<file path="src/rtl/quad_encoder_if.sv">
// quad_encoder_if: encoder pins, per-channel clear and detent/position outputs
interface quad_encoder_if #(
  parameter int NUM_CH = 2,
  parameter int COUNT_W = 16
);
  logic [NUM_CH-1:0] enc_a, enc_b, clr, inc_pulse, dec_pulse, err_pulse;
  logic [NUM_CH*COUNT_W-1:0] position;
  modport master (output enc_a, enc_b, clr, input inc_pulse, dec_pulse, err_pulse, position);
  modport slave (input enc_a, enc_b, clr, output inc_pulse, dec_pulse, err_pulse, position);
endinterface

</file>
<file path="src/rtl/quad_encoder_counter.sv">
// quad_encoder_counter: debounced multi-channel quadrature decoder with detent pulses and bounded position
// Define QENC_ACCEL_EN to enable per-channel acceleration of the position step
module quad_encoder_counter #(
  parameter int NUM_CH = 2,
  parameter int DEBOUNCE_TIME = 1000,
  parameter int STEPS_PER_DETENT = 4,
  parameter int COUNT_W = 16,
  parameter int MAX_COUNT = 255,
  parameter int WRAP = 0,
  parameter int ACCEL_WINDOW = 2000000,
  parameter int ACCEL_STEP = 4
) (
  input logic clk,
  input logic rst_n,
  quad_encoder_if.slave bus
);
  localparam int DW = $clog2(DEBOUNCE_TIME + 1);
  localparam logic [DW-1:0] DB_MAX = DW'(DEBOUNCE_TIME);
  localparam logic signed [3:0] SPD = 4'(STEPS_PER_DETENT);
  localparam logic [COUNT_W:0] MAX_X = (COUNT_W+1)'(MAX_COUNT);
  localparam logic [COUNT_W:0] MOD = MAX_X + 1'b1;
  localparam logic [COUNT_W:0] ONE = (COUNT_W+1)'(1);
`ifdef QENC_ACCEL_EN
  localparam int TW = $clog2(ACCEL_WINDOW + 1);
  localparam logic [TW-1:0] T_MAX = TW'(ACCEL_WINDOW);
  localparam logic [COUNT_W:0] ACC_X = (COUNT_W+1)'(ACCEL_STEP);
`endif
  if (NUM_CH < 1 || NUM_CH > 8 || DEBOUNCE_TIME < 2 ||
      (STEPS_PER_DETENT != 1 && STEPS_PER_DETENT != 2 && STEPS_PER_DETENT != 4) ||
      MAX_COUNT < 1 || longint'(MAX_COUNT) >= (longint'(1) << COUNT_W) ||
      ACCEL_STEP < 1 || ACCEL_STEP > MAX_COUNT || ACCEL_WINDOW < 1) begin : g_cfg_err
    $error("quad_encoder_counter: invalid parameter set");
  end
  for (genvar i = 0; i < NUM_CH; i++) begin : g_ch
    logic [1:0] s1, s2, st, pv, ph_n, ph_o, dlt;
    logic [DW-1:0] cnt [2];
    logic signed [3:0] acc, acc_n;
    logic [COUNT_W-1:0] pos, pos_inc, pos_dec;
    logic [COUNT_W:0] up, step;
    logic fwd, rev, bad, hit_inc, hit_dec, inc_q, dec_q, err_q;
`ifdef QENC_ACCEL_EN
    logic [TW-1:0] tmr;
    logic last_up;
    always_ff @(posedge clk or negedge rst_n)
      if (!rst_n) begin
        tmr <= T_MAX;
        last_up <= 1'b0;
      end else if (bus.clr[i]) begin
        tmr <= T_MAX;
      end else if (hit_inc || hit_dec) begin
        tmr <= '0;
        last_up <= hit_inc;
      end else if (tmr != T_MAX) begin
        tmr <= tmr + 1'b1;
      end
`endif
    always_ff @(posedge clk or negedge rst_n)
      if (!rst_n) begin
        s1 <= 2'b11;
        s2 <= 2'b11;
        st <= 2'b11;
        pv <= 2'b11;
        cnt <= '{default: '0};
      end else begin
        s1 <= {bus.enc_a[i], bus.enc_b[i]};
        s2 <= s1;
        pv <= st;
        for (int k = 0; k < 2; k++) begin
          cnt[k] <= (s2[k] == st[k] || cnt[k] == DB_MAX) ? '0 : cnt[k] + 1'b1;
          if (s2[k] != st[k] && cnt[k] == DB_MAX) st[k] <= s2[k];
        end
      end
    always_comb begin
      ph_n = {~st[0], st[1] ^ st[0]};
      ph_o = {~pv[0], pv[1] ^ pv[0]};
      dlt = ph_n - ph_o;
      fwd = dlt == 2'd1;
      rev = dlt == 2'd3;
      bad = dlt == 2'd2;
      acc_n = acc + (fwd ? 4'sd1 : rev ? -4'sd1 : 4'sd0);
      hit_inc = acc_n == SPD;
      hit_dec = acc_n == -SPD;
`ifdef QENC_ACCEL_EN
      step = (tmr < T_MAX && hit_inc == last_up) ? ACC_X : ONE;
`else
      step = ONE;
`endif
      up = {1'b0, pos} + step;
      pos_inc = COUNT_W'(WRAP != 0 ? (up >= MOD ? up - MOD : up) : (up > MAX_X ? MAX_X : up));
      pos_dec = COUNT_W'({1'b0, pos} >= step ? {1'b0, pos} - step :
                         WRAP != 0 ? MOD - (step - {1'b0, pos}) : '0);
    end
    always_ff @(posedge clk or negedge rst_n)
      if (!rst_n) begin
        acc <= '0;
        pos <= '0;
        inc_q <= 1'b0;
        dec_q <= 1'b0;
        err_q <= 1'b0;
      end else begin
        inc_q <= hit_inc & ~bus.clr[i];
        dec_q <= hit_dec & ~bus.clr[i];
        err_q <= bad;
        acc <= (bus.clr[i] || hit_inc || hit_dec) ? '0 : acc_n;
        pos <= bus.clr[i] ? '0 : hit_inc ? pos_inc : hit_dec ? pos_dec : pos;
      end
    assign bus.inc_pulse[i] = inc_q;
    assign bus.dec_pulse[i] = dec_q;
    assign bus.err_pulse[i] = err_q;
    assign bus.position[i*COUNT_W +: COUNT_W] = pos;
  end
endmodule
</file>
<file path="src/flat_wrapper.sv">
// flat-port wrapper written by rule: the top's interface ports become plain ports
module quad_encoder_counter_flat 
#(
  parameter int NUM_CH = 2,
  parameter int DEBOUNCE_TIME = 1000,
  parameter int STEPS_PER_DETENT = 4,
  parameter int COUNT_W = 16,
  parameter int MAX_COUNT = 255,
  parameter int WRAP = 0,
  parameter int ACCEL_WINDOW = 2000000,
  parameter int ACCEL_STEP = 4
)
  (clk, rst_n, bus_enc_a, bus_enc_b, bus_clr, bus_inc_pulse, bus_dec_pulse, bus_err_pulse, bus_position);
  quad_encoder_if #(.NUM_CH(NUM_CH), .COUNT_W(COUNT_W)) bus_i ();
  input logic clk;
  input logic rst_n;
  input wire logic [$bits(bus_i.enc_a)-1:0] bus_enc_a;
  input wire logic [$bits(bus_i.enc_b)-1:0] bus_enc_b;
  input wire logic [$bits(bus_i.clr)-1:0] bus_clr;
  output wire logic [$bits(bus_i.inc_pulse)-1:0] bus_inc_pulse;
  output wire logic [$bits(bus_i.dec_pulse)-1:0] bus_dec_pulse;
  output wire logic [$bits(bus_i.err_pulse)-1:0] bus_err_pulse;
  output wire logic [$bits(bus_i.position)-1:0] bus_position;
  assign bus_i.enc_a = bus_enc_a;
  assign bus_i.enc_b = bus_enc_b;
  assign bus_i.clr = bus_clr;
  assign bus_inc_pulse = bus_i.inc_pulse;
  assign bus_dec_pulse = bus_i.dec_pulse;
  assign bus_err_pulse = bus_i.err_pulse;
  assign bus_position = bus_i.position;
  quad_encoder_counter #(.NUM_CH(NUM_CH), .DEBOUNCE_TIME(DEBOUNCE_TIME), .STEPS_PER_DETENT(STEPS_PER_DETENT), .COUNT_W(COUNT_W), .MAX_COUNT(MAX_COUNT), .WRAP(WRAP), .ACCEL_WINDOW(ACCEL_WINDOW), .ACCEL_STEP(ACCEL_STEP)) u_core (.clk(clk), .rst_n(rst_n), .bus(bus_i));
endmodule
</file>
<file path="config.mk">
export PLATFORM = sky130hd
export DESIGN_NAME = quad_encoder_counter_flat
export DESIGN_NICKNAME = d
export VERILOG_FILES = /design/src/rtl/quad_encoder_if.sv /design/src/rtl/quad_encoder_counter.sv /design/src/flat_wrapper.sv
export SDC_FILE = /design/constraint.sdc
export NUM_CORES = 1
export LEC_CHECK = 0
export ABC_AREA = 1
export CORE_MARGIN = 4
export CORE_UTILIZATION = 54
export DETAILED_ROUTE_END_ITERATION = 10
export GPL_ROUTABILITY_DRIVEN = 0
export GPL_TIMING_DRIVEN = 0
export MAX_ROUTING_LAYER = met4
export PLACE_DENSITY = 0.77
export SLEW_MARGIN = 5
export SYNTH_ARGS = -nofsm -noshare
export SYNTH_HDL_FRONTEND = slang
export SYNTH_SLANG_ARGS = --single-unit
</file>
<file path="constraint.sdc">
create_clock -name clk -period 2.8 [get_ports clk]
set_input_delay 0.56 -clock clk [delete_from_list [all_inputs] [get_ports clk]]
set_output_delay 0.56 -clock clk [all_outputs]
set_load 0.005 [all_outputs]
</file>
---- After elaboration in Yosys (flattened, before gate mapping) ----
Index checks and enable logic that the tools add are counted.
storage, ports and cells
  memories ................................ 0
  memory bits (read-only) ................. 0
  RAM bits ................................ 0
  register bits ........................... 102
  output and inout port bits .............. 38
  latch bits .............................. 0
  logic and storage cells ................. 110
  input port bits ......................... 8
cells by class
  reductions and logical operators ........ 14
  eq/ne operators ......................... 22
  shifts and indexed selects .............. 0
  $add $sub $neg .......................... 12
  bitwise operators ....................... 14
  div/mod/pow operators ................... 0
  magnitude comparators ................... 4
  multiply operators ...................... 0
  mux-type cells .......................... 20
operators by type and width
  operator                                                                               number
  16-bit 2-to-1 mux                                                                      10
  10-bit by 1-bit adder with 10-bit output (second input constant)                       4
  10-bit == test (second input constant)                                                 4
  10-bit 2-to-1 mux                                                                      4
  16-bit by 1-bit adder with 17-bit output (second input constant)                       2
  17-bit by 8-bit greater-than comparator with 1-bit output (second input constant)      2
  16-bit by 1-bit greater-or-equal comparator with 1-bit output (second input constant)  2
  16-bit by 1-bit subtractor with 16-bit output (second input constant)                  2
  4-bit 2-to-1 mux                                                                       6
  4-bit adder                                                                            2
  2-bit == test (second input constant)                                                  4
  4-bit by 3-bit == test with 1-bit output (second input constant)                       2
  4-bit == test (second input constant)                                                  2
  1-bit logical OR                                                                       8
  1-bit inverter                                                                         6
  3-bit nonzero test                                                                     2
  1-bit AND                                                                              4
  1-bit == test                                                                          4
  2-bit by 1-bit == test with 1-bit output (second input constant)                       2
  1-bit logical AND                                                                      4
  1-bit inequality test                                                                  4
  2-bit subtractor                                                                       2
  1-bit bitwise XOR                                                                      4

---- Logic depth before layout (Yosys ltp) ----
Gate-level depths: netlist of run 1.
  depth after elaboration ................. 10
  mapped depth ............................ 21
  mapped depth without buffers ............ 21

---- Least setup slack after synthesis of run 1 ----
No wires, ideal clock.
  path type ............................... reg-to-reg
  start point ............................. reg u_core.g_ch[0].st[0]
  end point ............................... reg u_core.g_ch[0].pos[8]
  buffers on the path ..................... 0
  period minus slack after synthesis ...... 2.701 ns
  data required time ...................... 2.674 ns
  slack ................................... 0.099 ns
  cell stages (with the launch flop) ...... 13
  setup time .............................. 0.126 ns
  arrival time ............................ 2.575 ns
  path through ............................ dfstp_2 -> xnor2_1 -> ha_1 -> inv_1 -> ha_1 -> inv_1 -> fa_1 -> a31oi_2 -> inv_2 -> nand2_1 -> inv_1 -> nand4_1 -> o21ai_0
between the ends
  longest elaborated chain between the ends .. 9
  elaborated cells between the ends (all ways) .. 13
ends and longest elaborated chain
  item                                                 line                         text
  start, declared                                      quad_encoder_counter.sv:35   logic [1:0] s1, s2, st, pv, ph_n, ph_o, dlt;
  start signal, assigned                               quad_encoder_counter.sv:61   st <= 2'b11;
  1-bit bitwise XOR or 1-bit inverter (tied branches)  quad_encoder_counter.sv:74   ph_n = {~st[0], st[1] ^ st[0]};
  2-bit subtractor (*)                                 quad_encoder_counter.sv:76   dlt = ph_n - ph_o;
  2-bit == test                                        quad_encoder_counter.sv:78   rev = dlt == 2'd3;
  4-bit 2-to-1 mux                                     quad_encoder_counter.sv:80   acc_n = acc + (fwd ? 4'sd1 : rev ? -4'sd1 : 4'sd0);
  4-bit 2-to-1 mux (*)                                 quad_encoder_counter.sv:80
  4-bit adder (*)                                      quad_encoder_counter.sv:80
  4-bit == test                                        quad_encoder_counter.sv:81   hit_inc = acc_n == SPD;
  16-bit 2-to-1 mux (2 in a row)                       quad_encoder_counter.sv:105  pos <= bus.clr[i] ? '0 : hit_inc ? pos_inc : hit_dec ? pos_dec : pos;
  end signal, assigned                                 quad_encoder_counter.sv:105
  end, declared                                        quad_encoder_counter.sv:38   logic [COUNT_W-1:0] pos, pos_inc, pos_dec;
Mark *: on every way between the ends. The rest lies on a longest branch, timed or not.
A chain may end at the register's enable or synchronous reset.

---- Worst setup path in the final report of run 1 ----
  start point ............................. reg u_core.g_ch[1].pv[0]
  end point ............................... reg u_core.g_ch[1].pos[1]
between the ends
  longest elaborated chain between the ends .. 9
  elaborated cells between the ends (all ways) .. 13
ends and longest elaborated chain
  item                                                 line                         text
  start, declared                                      quad_encoder_counter.sv:35
  start signal, assigned                               quad_encoder_counter.sv:67   pv <= st;
  1-bit bitwise XOR or 1-bit inverter (tied branches)  quad_encoder_counter.sv:75   ph_o = {~pv[0], pv[1] ^ pv[0]};
  2-bit subtractor (*)                                 quad_encoder_counter.sv:76
  2-bit == test                                        quad_encoder_counter.sv:78
  4-bit 2-to-1 mux                                     quad_encoder_counter.sv:80
  4-bit 2-to-1 mux (*)                                 quad_encoder_counter.sv:80
  4-bit adder (*)                                      quad_encoder_counter.sv:80
  4-bit == test                                        quad_encoder_counter.sv:81
  16-bit 2-to-1 mux (2 in a row)                       quad_encoder_counter.sv:105
  end signal, assigned                                 quad_encoder_counter.sv:105
  end, declared                                        quad_encoder_counter.sv:38
Marks and branches as above.

==> metrics.cfg, run 1 <==
[status]
status=complete, but fails checks
violations=setup timing

[sta]
rsz0062_at_grt=yes
tns_ns=-0.0112
max_slew_margin=0.490
max_freq_mhz=356
tightest_slew_ns=0.760
fin_crit_sh=1.00
drv_slew=0
hold_viol_final=0
layout_setup_ws_ns=-0.0112
setup_viol=1
clock_skew_ns=0.00661
min_period_ns=2.81

[final_layout]
mostFrequentLayoutCells=nand2_1 (201), nor2_1 (120), inv_1 (113)
drive_above_1_share=0.181
final_common_cell=nand2_1
nets=1023
n_antenna_cell=0
areaGrowthSynthToFinish_pct=22.0
seqCellArea_um2=2570
multiInputGateArea_um2=3760
fill_cells=996

[clock_network]
cts_tree=yes
clk_latency_ns=0.36
h-tree-depth=3
clock_path_buffers=2
path_clk_slew_ns=0.07
cts_buffers=9
clock_sinks=102
clockRootBuffer=clkbuf_16

[grt]
grt_use_total=0.218
antenna_found_initial=0
grt-ovfl-total=0
grt_pass1_wl_um=25200
grt_max_degree=71
grt_pass1_vias=5679

[worst_setup_path]
cp-end-kind=register
cp.arrival_ns=3.06
cp-start-kind=register
cp_max_fo=8
critPathRequiredTime_ns=3.05
critical_path_class=register to register

[floorplan]
row_count=40
die_w_um=119
initial_core_util=0.554
coreArea_um2=12100
die_y_um=119
ios=46
dieArea_um2=14200

[synthesis]
synth_area_per_cell_um2=7.31
ys_async_sr_fraction=1.00
synth_warnings=0
synth.net_count=948
synthCells=914
synth_edf_count=0
synth_area_um2=6680
ys_ff_latch=102
ys_seq_area_frac=0.385
ys_types=42
synth_ff_type=dfrtp_1

[routing]
first_iter_violations=443
drtAntennaViolNets=0
drc_errors=0
wire_per_inst_um=13.2
viasPerCell=5.27
vias=6118
drtPass1Iterations=5
drt_wl_total_um=15400

[placement]
dpl.hpwl_um=10200
io_buffer_count=45

[run]
drv_cap=0

[power_and_ir_drop]
power.leakage_nw=3.86
max-vdd-ir-drop_mv=0.340
p_per_area_nw_per_um2=541
p_total_mw=4.41

[min_path]
hold_path.class=input pin to async pin

==> stage by stage <==
step / hold WS [ns] / cell area [um^2] / util / std cells / setup WS [ns]
2_1_floorplan: 0.264 / 6680 / - / 914 / 0.0989
3_5_place_dp: 0.347 / 7370 / 0.611 / 1128 / -0.437
4_1_cts: 0.167 / 7870 / 0.652 / 1155 / 0.00333
5_1_grt: 0.178 / 8160 / 0.676 / 1162 / -0.176
6_report: 0.163 / 8160 / 0.676 / 1162 / -0.0112
3_3_place_gp: 0.345 / 7340 / 0.609 / 1127 / -2.70
==> where the power goes <==
group / total [mW] / switching, mW / internal, mW
registers: 1.70 / 0.131 / 1.56
clock network: 1.31 / 0.585 / 0.730
logic: 1.40 / 0.866 / 0.538
==> kinds of logic after synthesis <==
family / after synthesis / share of synthesized area
fa+ha+maj: 26 / 0.0509
compound gates: 68 / 0.0580
flops: 102 / 0.385
buf+inv: 157 / 0.0985
xor+xnor: 33 / 0.0432
simple gates: 528 / 0.364
==> flip-flops by register name, summed over array words and instances, names as in the netlist <==
name               cells
u_core.g_ch.cnt       40
u_core.g_ch.pos       32
u_core.g_ch.acc        8
u_core.g_ch.pv         4
u_core.g_ch.s1         4
u_core.g_ch.s2         4
u_core.g_ch.st         4
u_core.g_ch.dec_q      2
u_core.g_ch.err_q      2
u_core.g_ch.inc_q      2
==> layout make-up <==
class | count | area share
Buffer | 27 | 0.0232
Clock buffer | 11 | 0.0298
Inverter | 130 | 0.0608
Timing Repair Buffer | 64 | 0.0764
Clock inverter | 5 | 0.00798
Tap cell | 168 | 0.0258
Sequential cell | 102 | 0.315
Multi-Input combinational cell | 655 | 0.461
==> worst max-delay path: stages (launching register included) <==
cell	delay [ns]
dfstp_2	0.56
xor2_2	0.16
ha_2	0.24
inv_2	0.05
nand2_4	0.08
nand2_2	0.05
nand2_2	0.10
nand3_4	0.12
inv_4	0.10
ha_4	0.22
a21oi_4	0.12
nand2_1	0.07
nand2_1	0.09
nand2_2	0.07
inv_2	0.06
nand2_2	0.05
nand2_2	0.08
nand2_4	0.07
buf_12	0.15
nor2_1	0.08
nand3_1	0.07
nand3_1	0.08
nand2_1	0.05
==> what timing repair did <==
| action | 4_1_cts | 5_1_grt |
|---|---|---|
| hold endpoints to repair | 0 | 0 |
| setup endpoints to repair | 38 | 42 |
| buffers inserted | 11 | 7 |
| hold buffers | 0 | 0 |
| resized for setup | 25 | 60 |
| pin swaps | 7 | 23 |
==> layer usage <==
layer  wire length [um]  global-route usage
met1               6910               0.282
met4                320              0.0876
met5                  0                   -
met3                717              0.0328
met2               7410               0.345
==> synth_stat cells, drive strengths merged (2+ instances only) <==
library cell	count	area share
o22ai	2	0.0019
fa	2	0.0060
nand3	84	0.067
a21oi	21	0.019
nand4	35	0.034
nor3b	13	0.015
nor3	18	0.013
dfrtp	86	0.32
nand3b	2	0.0022
o21ai	40	0.031
buf	22	0.023
nand2	223	0.13
clkbuf	5	0.0028
o21a	2	0.0022
xnor2	6	0.0079
dfstp	16	0.063
or2	2	0.0019
nor2	147	0.097
inv	129	0.072
xor2	27	0.035
ha	24	0.045
nor4	3	0.0028
==> path summary, 6_finish.rpt <==
kind,start,endpoint,slack [ns],depth (start not counted)
hold reg to reg,u_core.g_ch[1].s1[1]$_DFF_PN1_,u_core.g_ch[1].s2[1]$_DFF_PN1_,0.36,0
max in group asynchronous,rst_n,u_core.g_ch[0].s2[0]$_DFF_PN1_,1.91,2
setup / recovery,u_core.g_ch[1].pv[0]$_DFF_PN1_,u_core.g_ch[1].pos[1]$_DFFE_PN0P_,-0.01,22
hold / removal,rst_n,u_core.g_ch[1].acc[1]$_DFF_PN0_,0.16,1
setup reg to reg,u_core.g_ch[1].pv[0]$_DFF_PN1_,u_core.g_ch[1].pos[1]$_DFFE_PN0P_,-0.01,22
min in group clk,u_core.g_ch[1].s1[1]$_DFF_PN1_,u_core.g_ch[1].s2[1]$_DFF_PN1_,0.36,0
Note: power is estimated with default switching activity, not from simulation.
==> run 2, diff against run 1 <==
- ABC_CLOCK_PERIOD_IN_PS: default -> 2800
==> results of run 2 <==
The final DEF is identical to that of run 1; final timing and power are the same.
==> run 3, diff against run 2 <==
- CORE_UTILIZATION: 54 -> 45
- PLACE_DENSITY: 0.77 -> 0.66
==> metrics.cfg, run 3 (synthesis gave the netlist of run 1 again) <==
[status]
status=complete, no violations  ; was complete, but fails checks

[placement]
pre_cts_slack_ns=-0.509  ; was -0.437 ns
dpl.hpwl_um=10600  ; was 10200 um
io_buffer_count=45  ; unchanged
dpl.cell_count=1144  ; was 1128

[final_layout]
drive_above_1_share=0.164  ; was 0.181
largest-register=u_core.g_ch.cnt  ; unchanged
layout.cells.non_filler=1178  ; was 1162
largest_register_ffs=40  ; unchanged
top_regs=u_core.g_ch.cnt (40), u_core.g_ch.pos (32), u_core.g_ch.acc (8)  ; unchanged
nets=1023  ; unchanged
mostFrequentLayoutCells=nand2_1 (205), nor2_1 (124), inv_1 (117)  ; was nand2_1 (201), nor2_1 (120), inv_1 (113)
n_antenna_cell=0  ; unchanged
final_common_cell=nand2_1  ; unchanged
areaGrowthSynthToFinish_pct=21.4  ; was 22.0%

[worst_setup_path]
startpoint=u_core.g_ch[0].pv[0]$_DFF_PN1_  ; was u_core.g_ch[1].pv[0]$_DFF_PN1_
cp_max_fo=8  ; unchanged
critical_path_class=register to register  ; unchanged
reg2reg_setup_slack_ns=0.14  ; was -0.01 ns
rr_startpoint=u_core.g_ch[0].pv[0]$_DFF_PN1_  ; was u_core.g_ch[1].pv[0]$_DFF_PN1_
critPathMaxStageDelay_ns=0.56  ; about the same
reg2regPathDepth=12  ; was 22
cp.arrival_ns=2.90  ; was 3.06 ns
crit_slowest_cell=dfstp_2  ; unchanged
cp-end-kind=register  ; unchanged
cp-start-kind=register  ; unchanged
crit_chain=xor2_2 -> ha_4 -> inv_4 -> ha_4 -> inv_1 -> fa_2 -> xnor2_4 -> nand3_2 -> a21oi_4 -> nand4_1 -> nand2_1 -> nand2_1  ; was xor2_2 -> ha_2 -> inv_2 -> nand2_4 -> nand2_2 -> nand2_2 -> nand3_4 -> inv_4 -> ha_4 -> a21oi_4 -> nand2_1 -> nand2_1 -> nand2_2 -> inv_2 -> nand2_2 -> nand2_2 -> nand2_4 -> buf_12 -> nor2_1 -> nand3_1 -> nand3_1 -> nand2_1
cp-endpoint=u_core.g_ch[0].pos[2]$_DFFE_PN0P_  ; was u_core.g_ch[1].pos[1]$_DFFE_PN0P_
rr_endpoint=u_core.g_ch[0].pos[2]$_DFFE_PN0P_  ; was u_core.g_ch[1].pos[1]$_DFFE_PN0P_
critPathRequiredTime_ns=3.04  ; was 3.05 ns

[power_and_ir_drop]
max-vdd-ir-drop_mv=0.310  ; was 0.340 mV
power.leakage_nw=3.84  ; was 3.86 nW
p_per_area_nw_per_um2=528  ; was 541 nW/um^2
p_total_mw=4.29  ; was 4.41 mW

[sta]
clock_skew_ns=0.00761  ; was 0.00661 ns
holdWs_ns=0.207  ; was 0.163 ns
hold_viol_final=0  ; unchanged
layout_setup_ws_ns=0.140  ; was -0.0112 ns
max_slew_margin=0.524  ; was 0.490
tns_ns=0  ; was -0.0112 ns
fin_crit_sh=0.950  ; was 1.00
drv_slew=0  ; unchanged
min_period_ns=2.66  ; was 2.81 ns
setup_viol=0  ; was 1
max_freq_mhz=376  ; was 356 MHz
tightest_slew_ns=0.709  ; was 0.760 ns

[clock_network]
cts_buffers=9  ; unchanged
clock_path_buffers=2  ; unchanged
clockRootBuffer=clkbuf_16  ; unchanged
cts_tree=yes  ; unchanged
clock_sinks=102  ; unchanged
h-tree-depth=3  ; unchanged
cts_hold_buf=0  ; unchanged
path_clk_slew_ns=0.07  ; about the same
clk_latency_ns=0.35  ; was 0.36 ns

[grt]
grt_pass1_vias=5418  ; was 5679
grt_use_total=0.191  ; was 0.218
grt_max_degree=63  ; was 71
grt-ovfl-total=0  ; unchanged
antenna_found_initial=0  ; unchanged
grt_pass1_wl_um=25400  ; was 25200 um

[routing]
drtAntennaViolNets=0  ; unchanged
drt_wl_total_um=15300  ; was 15400 um
viasPerCell=5.05  ; was 5.27
first_iter_violations=438  ; was 443
drtPass1Iterations=5  ; unchanged
wire_per_inst_um=13.0  ; was 13.2 um
drc_errors=0  ; unchanged
vias=5954  ; was 6118

[floorplan]
dieArea_um2=16900  ; was 14200 um^2
row_count=44  ; was 40
die_y_um=130  ; was 119 um
coreArea_um2=14500  ; was 12100 um^2
initial_core_util=0.460  ; was 0.554
ios=46  ; unchanged
die_w_um=130  ; was 119 um

[run]
drv_cap=0  ; unchanged

[min_path]
hold_path.class=input pin to async pin  ; unchanged

[run 3: cell types whose count changed in the layout (fill, tap and decap cells not counted), sizes merged]
cell      previous run  this run
clkbuf              16        15
inv                132       130
nand2              223       224
bufinv               1         0
clkinvlp             0         3
[run 3: metal layers]
| layer | track usage | vias to the layer above | part of all wire |
|---|---|---|---|
| li1 | - | 3065 | - |
| met1 | 0.252 | 2750 | 0.47 |
| met2 | 0.307 | 128 | 0.48 |
| met3 | 0.0364 | 11 | 0.043 |
| met4 | 0.0446 | 0 | 0.011 |
| met5 | - | - | 0 |
[run 3: metrics by stage]
step / util / instance area [um^2]
global route: 0.558 / 8110
detailed placement: 0.508 / 7390
finish: 0.558 / 8110
CTS: 0.539 / 7830
floorplan: - / 6680
global placement: 0.507 / 7360
[run 3: report_power, final]
part | switching [mW] | internal [mW] | total (mW)
combinational | 0.840 | 0.536 | 1.38
sequential | 0.131 | 1.56 | 1.70
clock | 0.579 | 0.634 | 1.21
total | 1.55 | 2.74 | 4.29
[run 3: worst min-delay path by stage]
stage | startpoint | to | slack (ns)
6_report | rst_n | u_core.g_ch[1].cnt[19]$_DFF_PN0_ | 0.21
5_1_grt | rst_n | u_core.g_ch[1].cnt[19]$_DFF_PN0_ | 0.24
4_1_cts | rst_n | u_core.g_ch[1].cnt[19]$_DFF_PN0_ | 0.22
3_5_place_dp | u_core.g_ch[1].s1[1]$_DFF_PN1_ | u_core.g_ch[1].s2[1]$_DFF_PN1_ | 0.35
3_3_place_gp | u_core.g_ch[1].s1[1]$_DFF_PN1_ | u_core.g_ch[1].s2[1]$_DFF_PN1_ | 0.35
2_1_floorplan | rst_n | u_core.g_ch[0].acc[0]$_DFF_PN0_ | 0.26
[run 3: final cells by class]
cell class,instances,area [um^2]
clock inverter,5,40.0
tap,184,230
buffer,27,193
timing repair buffer,63,611
clock buffer,11,243
inverter,130,503
sequential,102,2570
fill,1422,6420
multi-input combinational,656,3720
[run 3: critical path, delay by kind of cell (launching register included)]
family                     cells  cell delay, ns
buffers and inverters          2            0.13
and+or+nand+nor                4            0.43
xor gates and xnor gates       2            0.39
AOI/OAI and AO/OA              1            0.27
adders and majority gates      3            0.75
DFF                            1            0.56
[run 3: what timing repair did]
action                     in CTS  in global routing
resized for setup              26                 48
pin swaps                       7                 18
setup buffers                   8                  8
gates cloned                    1                  1
setup endpoints to repair      39                 42
